==> src/rtl/shiftadd_pkg.sv <==
// Shared types and defaults for the shift-and-add multiplier family.
// Reused by the combinational multiplier, the sequential controller and the benches.
package shiftadd_pkg;

    localparam int unsigned DefaultN = 4;

    typedef enum logic [1:0] {
        StIdle = 2'd0,
        StCalc = 2'd1,
        StDone = 2'd2
    } state_e;

endpackage

==> src/rtl/shiftadd_dp.sv <==
// Shift-and-add datapath: accumulator, shifting multiplicand and multiplier, one shared adder.
// load_i captures fresh operands; step_i performs one multiply step.
module shiftadd_dp #(
    parameter int unsigned N = 4
) (
    input  logic           clk_i,
    input  logic           rst_i,
    input  logic           load_i,
    input  logic           step_i,
    input  logic [N-1:0]   x_i,
    input  logic [N-1:0]   y_i,
    output logic [2*N-1:0] acc_nxt_o
);

    logic [2*N-1:0] acc_q, acc_d;
    logic [2*N-1:0] mcand_q, mcand_d;
    logic [N-1:0]   mplier_q, mplier_d;
    logic [2*N-1:0] acc_step;

    // Accumulator value after the current step; the controller latches it on the last step.
    assign acc_step  = mplier_q[0] ? (acc_q + mcand_q) : acc_q;
    assign acc_nxt_o = acc_step;

    always_comb begin
        acc_d    = acc_q;
        mcand_d  = mcand_q;
        mplier_d = mplier_q;
        if (load_i) begin
            acc_d    = '0;
            mcand_d  = {{N{1'b0}}, x_i};
            mplier_d = y_i;
        end else if (step_i) begin
            acc_d    = acc_step;
            mcand_d  = mcand_q << 1;
            mplier_d = mplier_q >> 1;
        end
    end

    always_ff @(posedge clk_i or posedge rst_i) begin
        if (rst_i) begin
            acc_q    <= '0;
            mcand_q  <= '0;
            mplier_q <= '0;
        end else begin
            acc_q    <= acc_d;
            mcand_q  <= mcand_d;
            mplier_q <= mplier_d;
        end
    end

endmodule

==> src/rtl/shiftadd_seq_ctrl.sv <==
// Sequential N-cycle unsigned multiplier controller with start/done handshake.
// Holds the FSM, step counter and registered product; drives the datapath load/step.
module shiftadd_seq_ctrl
    import shiftadd_pkg::*;
#(
    parameter int unsigned N = DefaultN
) (
    input  logic           clk,
    input  logic           rst,
    input  logic           start,
    input  logic [N-1:0]   x,
    input  logic [N-1:0]   y,
    output logic           busy,
    output logic           done,
    output logic [2*N-1:0] s
);

    localparam int unsigned CW = $clog2(N + 1);

    state_e         state_q, state_d;
    logic [CW-1:0]  count_q, count_d;
    logic [2*N-1:0] s_q, s_d;
    logic           load;
    logic           step;
    logic [2*N-1:0] acc_nxt;

    shiftadd_dp #(
        .N (N)
    ) u_dp (
        .clk_i     (clk),
        .rst_i     (rst),
        .load_i    (load),
        .step_i    (step),
        .x_i       (x),
        .y_i       (y),
        .acc_nxt_o (acc_nxt)
    );

    always_comb begin
        state_d = state_q;
        count_d = count_q;
        s_d     = s_q;
        load    = 1'b0;
        step    = 1'b0;
        unique case (state_q)
            StIdle: begin
                if (start) begin
                    load    = 1'b1;
                    count_d = '0;
                    state_d = StCalc;
                end
            end
            StCalc: begin
                step    = 1'b1;
                count_d = count_q + CW'(1);
                // Fixed latency: no early exit when the multiplier runs out of ones.
                if (count_q == CW'(N - 1)) begin
                    s_d     = acc_nxt;
                    state_d = StDone;
                end
            end
            StDone: begin
                if (start) begin
                    load    = 1'b1;
                    count_d = '0;
                    state_d = StCalc;
                end else begin
                    state_d = StIdle;
                end
            end
            default: state_d = StIdle;
        endcase
    end

    always_ff @(posedge clk or posedge rst) begin
        if (rst) begin
            state_q <= StIdle;
            count_q <= '0;
            s_q     <= '0;
        end else begin
            state_q <= state_d;
            count_q <= count_d;
            s_q     <= s_d;
        end
    end

    assign busy = (state_q == StCalc);
    assign done = (state_q == StDone);
    assign s    = s_q;

endmodule

==> config.mk <==
export PLATFORM = sky130hd
export DESIGN_NAME = shiftadd_seq_ctrl
export DESIGN_NICKNAME = d
export VERILOG_FILES = /design/src/rtl/shiftadd_pkg.sv /design/src/rtl/shiftadd_dp.sv /design/src/rtl/shiftadd_seq_ctrl.sv
export SDC_FILE = /design/constraint.sdc
export NUM_CORES = 1
export LEC_CHECK = 0
export ABC_CLOCK_PERIOD_IN_PS = 1900
export CORE_MARGIN = 3
export CORE_UTILIZATION = 54
export DETAILED_ROUTE_END_ITERATION = 16
export HOLD_SLACK_MARGIN = 0.02
export PLACE_DENSITY_LB_ADDON = 0.15
export SYNTH_ARGS = -nofsm -noshare
export SYNTH_HDL_FRONTEND = slang
export SYNTH_SLANG_ARGS = --single-unit
==> constraint.sdc <==
create_clock -name clk -period 1.9 [get_ports clk]
set_input_delay 0.57 -clock clk [delete_from_list [all_inputs] [get_ports clk]]
set_output_delay 0.57 -clock clk [all_outputs]
set_load 0.01 [all_outputs]
* Yosys cells after proc, flatten, opt, wreduce, memory -nomap -nowiden
Cells that the tools add are included.
Word-level totals: register bits 33, bits of input ports 11
Operators by class: add/subtract/negate cells 2, equality and inequality tests 6, muxes and demuxes 16, reduce and logical (&&, ||, !) cells 7
Operator list (number):
- $mux W8 | 5
- $add A8 B8 Y8 | 1
- $mux W4 | 2
- $pmux W2 S3 | 1
- $pmux W3 S2 | 1
- $reduce_and A2 Y1 | 3
- $mux W1 | 4
- $mux W2 | 2
- $ne A2 B1 Y1 const B | 2
- $reduce_bool A2 Y1 | 2
- $add A3 B1 Y3 const B | 1
- $eq A3 B2 Y1 const B | 1
- $mux W3 | 1
- $eq A2 B1 Y1 const B | 1
- $eq A2 B2 Y1 const B | 1
- $logic_not A2 Y1 | 1
- $ne A2 B2 Y1 const B | 1
- $reduce_or A2 Y1 | 1

* Logic depth before layout (Yosys ltp)
Gate-level depths: netlist of run 1.
depth after elaboration 4, depth in mapped cells 9, gate-level depth less buffers 9

* By module
From an unflattened synthesis of run 1, not the netlist that was laid out.
Second synthesis, totals: cell total of the unflattened synthesis 184, area total of the unflattened synthesis 1919.3 um^2
Modules (own cells, without submodules):
- shiftadd_dp | instances 1, cells an instance 144, area each 1357.6 um^2, seq. area each 500.5 um^2
- shiftadd_seq_ctrl | instances 1, cells an instance 40, area each 561.8 um^2, seq. area each 325.3 um^2

* Worst setup path before layout of run 1
OpenSTA, ideal clock, no wires.
path kind reg-to-reg, start reg u_dp.mcand_q[2], end reg s_q[7] (netlist: s[7]), arrival 1.613 ns, path slack 0.164 ns, cell stages (with the launch flop) 8, path buffers 0, period minus slack after synthesis 1.736 ns, cell sequence dfrtp_1 > ha_1 > a21oi_2 > a211oi_1 > or3_1 > nand3_2 > xor2_2 > o21ai_1
On the way: cells in the longest elaborated chain, start to end 2
Ends and longest elaborated chain:
- start: declaration | RTL line shiftadd_dp.sv:16 | logic [2*N-1:0] mcand_q, mcand_d;
- start signal: assignment | RTL line shiftadd_dp.sv:46 | mcand_q <= mcand_d;
- $add A8 B8 Y8 | RTL line shiftadd_dp.sv:21 | assign acc_step = mplier_q[0] ? (acc_q + mcand_q) : acc_q;
- $mux W8 | RTL line shiftadd_dp.sv:21
- end signal: assignment | RTL line shiftadd_seq_ctrl.sv:79 | s_q <= '0;
- end signal: assignment | RTL line shiftadd_seq_ctrl.sv:83 | s_q <= s_d;
- end: declaration | RTL line shiftadd_seq_ctrl.sv:22 | logic [2*N-1:0] s_q, s_d;
Every way passes these cells. A chain may end at the register's enable or synchronous reset.

* Final worst setup path of run 1
start reg u_dp.acc_q[0], end reg s_q[6] (netlist: s[6])
On the way: cells in the longest elaborated chain, start to end 2
Ends and longest elaborated chain:
- start: declaration | RTL line shiftadd_dp.sv:15 | logic [2*N-1:0] acc_q, acc_d;
- start signal: assignment | RTL line shiftadd_dp.sv:41 | acc_q <= '0;
- start signal: assignment | RTL line shiftadd_dp.sv:45 | acc_q <= acc_d;
- $add A8 B8 Y8 | RTL line shiftadd_dp.sv:21
- $mux W8 | RTL line shiftadd_dp.sv:21
Every way passes these cells.

==> results of run 1 <==
## cell usage after synthesis, drive strengths merged (2+ instances only)
cell type	n	area, sq um
clkbuf	3	11.3
inv	7	26.3
nand2	17	63.8
buf	3	13.8
and3	3	18.8
o21ai	19	95.1
nor3b	3	22.5
a31o	2	17.5
nand3	10	55.1
nand2b	3	18.8
dfrtp	33	826
nor2	12	45.0
a22o	6	52.6
nor2b	3	18.8
mux2i	6	60.1
o22ai	7	43.8
a21oi	7	38.8
ha	9	113
xnor2	4	35.0
## power groups by stage
stage	Combinational [mW]	Clock [mW]	Sequential, mW
after floorplan	1.37	0	1.23
after global placement	1.96	0	1.28
after detailed placement	2.03	0	1.30
after CTS	2.09	0.456	1.27
after global routing	2.58	0.492	1.36
final	2.35	0.446	1.33
## cells by family after synthesis
family                   Yosys count
AO/OA/AOI/OAI                     44
XOR/XNOR                           5
adder cells (fa/ha/maj)           10
buffers and inverters             13
flip-flops                        33
multiplexers                       7
AND/OR/NAND/NOR                   53
## per-layer routing
layer / part of all wire (%) / global-route usage (%)
met1: 42 / 29.9
met2: 49 / 35.2
met5: 0 / 0
met4: 3.2 / 11.2
met3: 5.7 / 6.50
## tightest hold or removal path: stages, from the launching register on
cell                      delay, ns
sky130_fd_sc_hd__dfrtp_1       0.35
sky130_fd_sc_hd__nand2_1       0.05
sky130_fd_sc_hd__o21ai_1       0.06
## through the flow
step / TNS [ns] / setup slack [ns]
global route: -0.149 / -0.0653
detailed placement: -0.511 / -0.0757
CTS: 0 / 0.00330
floorplan: 0 / 0.164
global placement: -0.103 / -0.0343
finish: 0 / 0.00818
## sequential cells by signal, indices dropped and copies added, names as in the netlist
signal         flops
state_q            2
u_dp.mplier_q      4
count_q            3
s                  8
u_dp.mcand_q       8
u_dp.acc_q         8
## what timing repair did
item | CTS | global route
setup buffers | 3 | 3
gates cloned | 0 | 0
pin swaps | 0 | 2
endpoints found under the hold margin | 0 | 0
setup endpoints to repair | 5 | 6
resized for setup | 5 | 12
## path summary, 6_finish.rpt
path / startpoint / to / slack (ns) / cells after the start
setup / recovery: u_dp.acc_q[0] / s[6] / 0.008 / 9
hold / removal: s[1] / s[1] / 0.49 / 2
setup reg to reg: u_dp.acc_q[0] / s[6] / 0.008 / 9
hold reg to reg: s[1] / s[1] / 0.49 / 2
max in group asynchronous: rst / u_dp.mcand_q[6] / 0.95 / 3
min in group asynchronous: rst / state_q[1] / 0.61 / 3
## area by class of cell
class | instances | area [sq um]
Fill cell | 204 | 671
Multi-Input combinational cell | 119 | 880
Sequential cell | 33 | 826
Clock inverter | 1 | 5.00
Timing Repair Buffer | 39 | 342
Clock buffer | 7 | 65.1
Tap cell | 31 | 38.8
Inverter | 7 | 26.3
## layout by cell type, fill, tap and decap left out, drive strengths merged
master,count
a211oi,1
a21oi,7
a22o,6
a31o,2
and2,1
and3,3
buf,19
clkbuf,7
clkdlybuf4s15,1
clkdlybuf4s50,18
clkinv,1
dfrtp,33
dlygate4sd2,1
fa,1
ha,9
inv,7
mux2,1
mux2i,6
nand2,17
nand2b,3
nand3,10
nor2,12
nor2b,3
nor3b,3
o21a,1
o21ai,19
o22ai,7
o31a,1
or3,1
xnor2,4
xor2,1
==> out/qor_table.md, run 1 <==
| Quantity | Reported |
| --- | --- |
| Cts bufs inserted | 5 |
| Category of the worst setup path capture point | register |
| Post-detailed-routing wire length | 4030 um |
| Post-synthesis xor/xnor area fraction | 3.09% |
| Worst slew pin tran | 0.548 ns |
| ANT cells | 0 |
| Bufs on Longest Clock Path | 2 |
| Sequential power share | 32.2% |
| Warning count from the yosys run | 0 |
| Cell-internal power | 2.42 mW |
| Initial core utilization | 58.2% |
| Post-synthesis cell count | 165 |
| Synth-to-layout area growth | 31.5% |
| Number of synthesized flops with an enable pin | 0 |
| Syn nets | 186 |
| Final HPWL from detailed placement | 2710 um |
| #FFs+latches synth | 33 |
| Final setup violation count | 0 |
| Hold_buf cts | 0 |
| Fraction of registers with async set or reset after synthesis | 100% |
| Count of cell types in the netlist | 32 |
| Simple-Gate Fraction of Synth Area | 15.4% |
| Total via count after detailed routing | 1427 |
| Cell area after synthesis | 0.00166 sq mm |
| Num rows | 19 |
| Power per cell area | 1890 mW/mm^2 |
| Cell with the largest stage delay on the worst path | sky130_fd_sc_hd__dfrtp_1 |
| Count of non-filler cells in the finished layout | 237 |
| CP cell instances | ha_2, inv_2, fa_2, nor2b_2, o31a_1, o21ai_1, nand2b_1, mux2i_1, nand2_1 |
| Data required, critical path | 2.13 ns |
| Total power consumption of the routed design | 4.13 mW |
| Fraction of the core area covered by cells at the end of the flow | 76.5% |
| Dominant combinational cell family by area after synthesis | compound AO/OA/AOI/OAI gates |
| Wirelength per Cell | 17.0 um |
| Overall overflow remaining after global route | 0 |
| Fmax achieved | 529 MHz |
| Mux cell area share after synthesis | 4.30% |
| Most common flop cell mapped by yosys | sky130_fd_sc_hd__dfrtp_1 |
| Delay-heaviest family, CP | adder cells |
| Sinks on Clock Net | 33 |
| Post-route antenna net violation count | 0 |
| Comb power frac | 57.0% |
| Cell area after placement | 0.00197 sq mm |
| Overall die height | 61.4 um |
| Number of top-level pins | 21 |
| Number of H-tree levels | 2 |
| Delay of the slowest critical-path stage | 0.39 ns |
| Total number of nets in the final design | 226 |
| Worst relative slew slack | 63.4% |
| Pins Over Slew Limit | 0 |
| Antenna violations before repair | 0 |
| First-pass GRT wire length | 6140 um |
| Die width | 61.4 um |
| Sw frac | 41.4% |
| Instance count after placement with tap cells included | 223 |
| DRC Markers | 0 |
| Number of max-cap violations | 0 |
| Classification of the worst setup path | register to register |
| Initial DRC Count | 94 |
| Via density per instance | 6.02 |
| Clock slew at the register clock pins of the worst setup and hold paths | 0.10 ns |
| Fraction of layout instances using a drive strength above 1 | 22.3% |
| Core ar. | 0.00285 sq mm |
| Leakage component of the power | 0.980 nW |
| Hold Crit Class | register to register |
| Number of global-route vias before repair | 1316 |
| Switching power summed over all nets | 1.71 mW |
| Final setup skew | 0.00790 ns |
| Non-Filler Cell Area, Final | 0.00218 sq mm |
| Clock tree from TritonCTS | built |
| Total die area | 0.00377 sq mm |
| Worst-path fanout max | 3 |
| Buffer and inverter count on the worst path | 1 |
| Synthesized-area fraction occupied by ao, oa, aoi and oai cells | 16.4% |
| Unrepaired setup endpoints after global routing | yes |
| GRT Util Overall | 22.9% |
| Maximum number of pins on one net before global-route repair | 34 |
| Number of buffers added on ports | 20 |
| Drt first pass iters | 4 |
| Min Clock Period, post-route | 1.89 ns |
| Root buffer cell | sky130_fd_sc_hd__clkbuf_4 |
| Share of the clock period used by the worst path | 99.6% |
| Arrival time at the worst endpoint | 2.12 ns |
| Final Wtd Congestion | 0.917 |
| Adder-cell share of the synthesized area | 7.99% |
| Source-to-sink clock delay at the later pin of the worst-skew pair | 0.33 ns |
| Maximum ir drop on the vdd rail | 1.09 mV |
| Hold violation total from the final report | 0 |
| Share of synthesized area occupied by flip-flops and latches | 49.8% |
| Clock network fraction of total power | 10.8% |
| Startpoint type of the worst setup path | register |
| Hold slack | 0.487 ns |
| Mapped Avg Cell Area | 10.1 sq um |
| Status | finished, final reports clean |
Note: power is estimated with default switching activity, not from simulation.
==> run 2: changes to the inputs <==
Settings changed: CTS_CLUSTER_DIAMETER from default to 100.
==> results of run 2 <==
The final DEF is identical to that of run 1; final timing and power are the same.
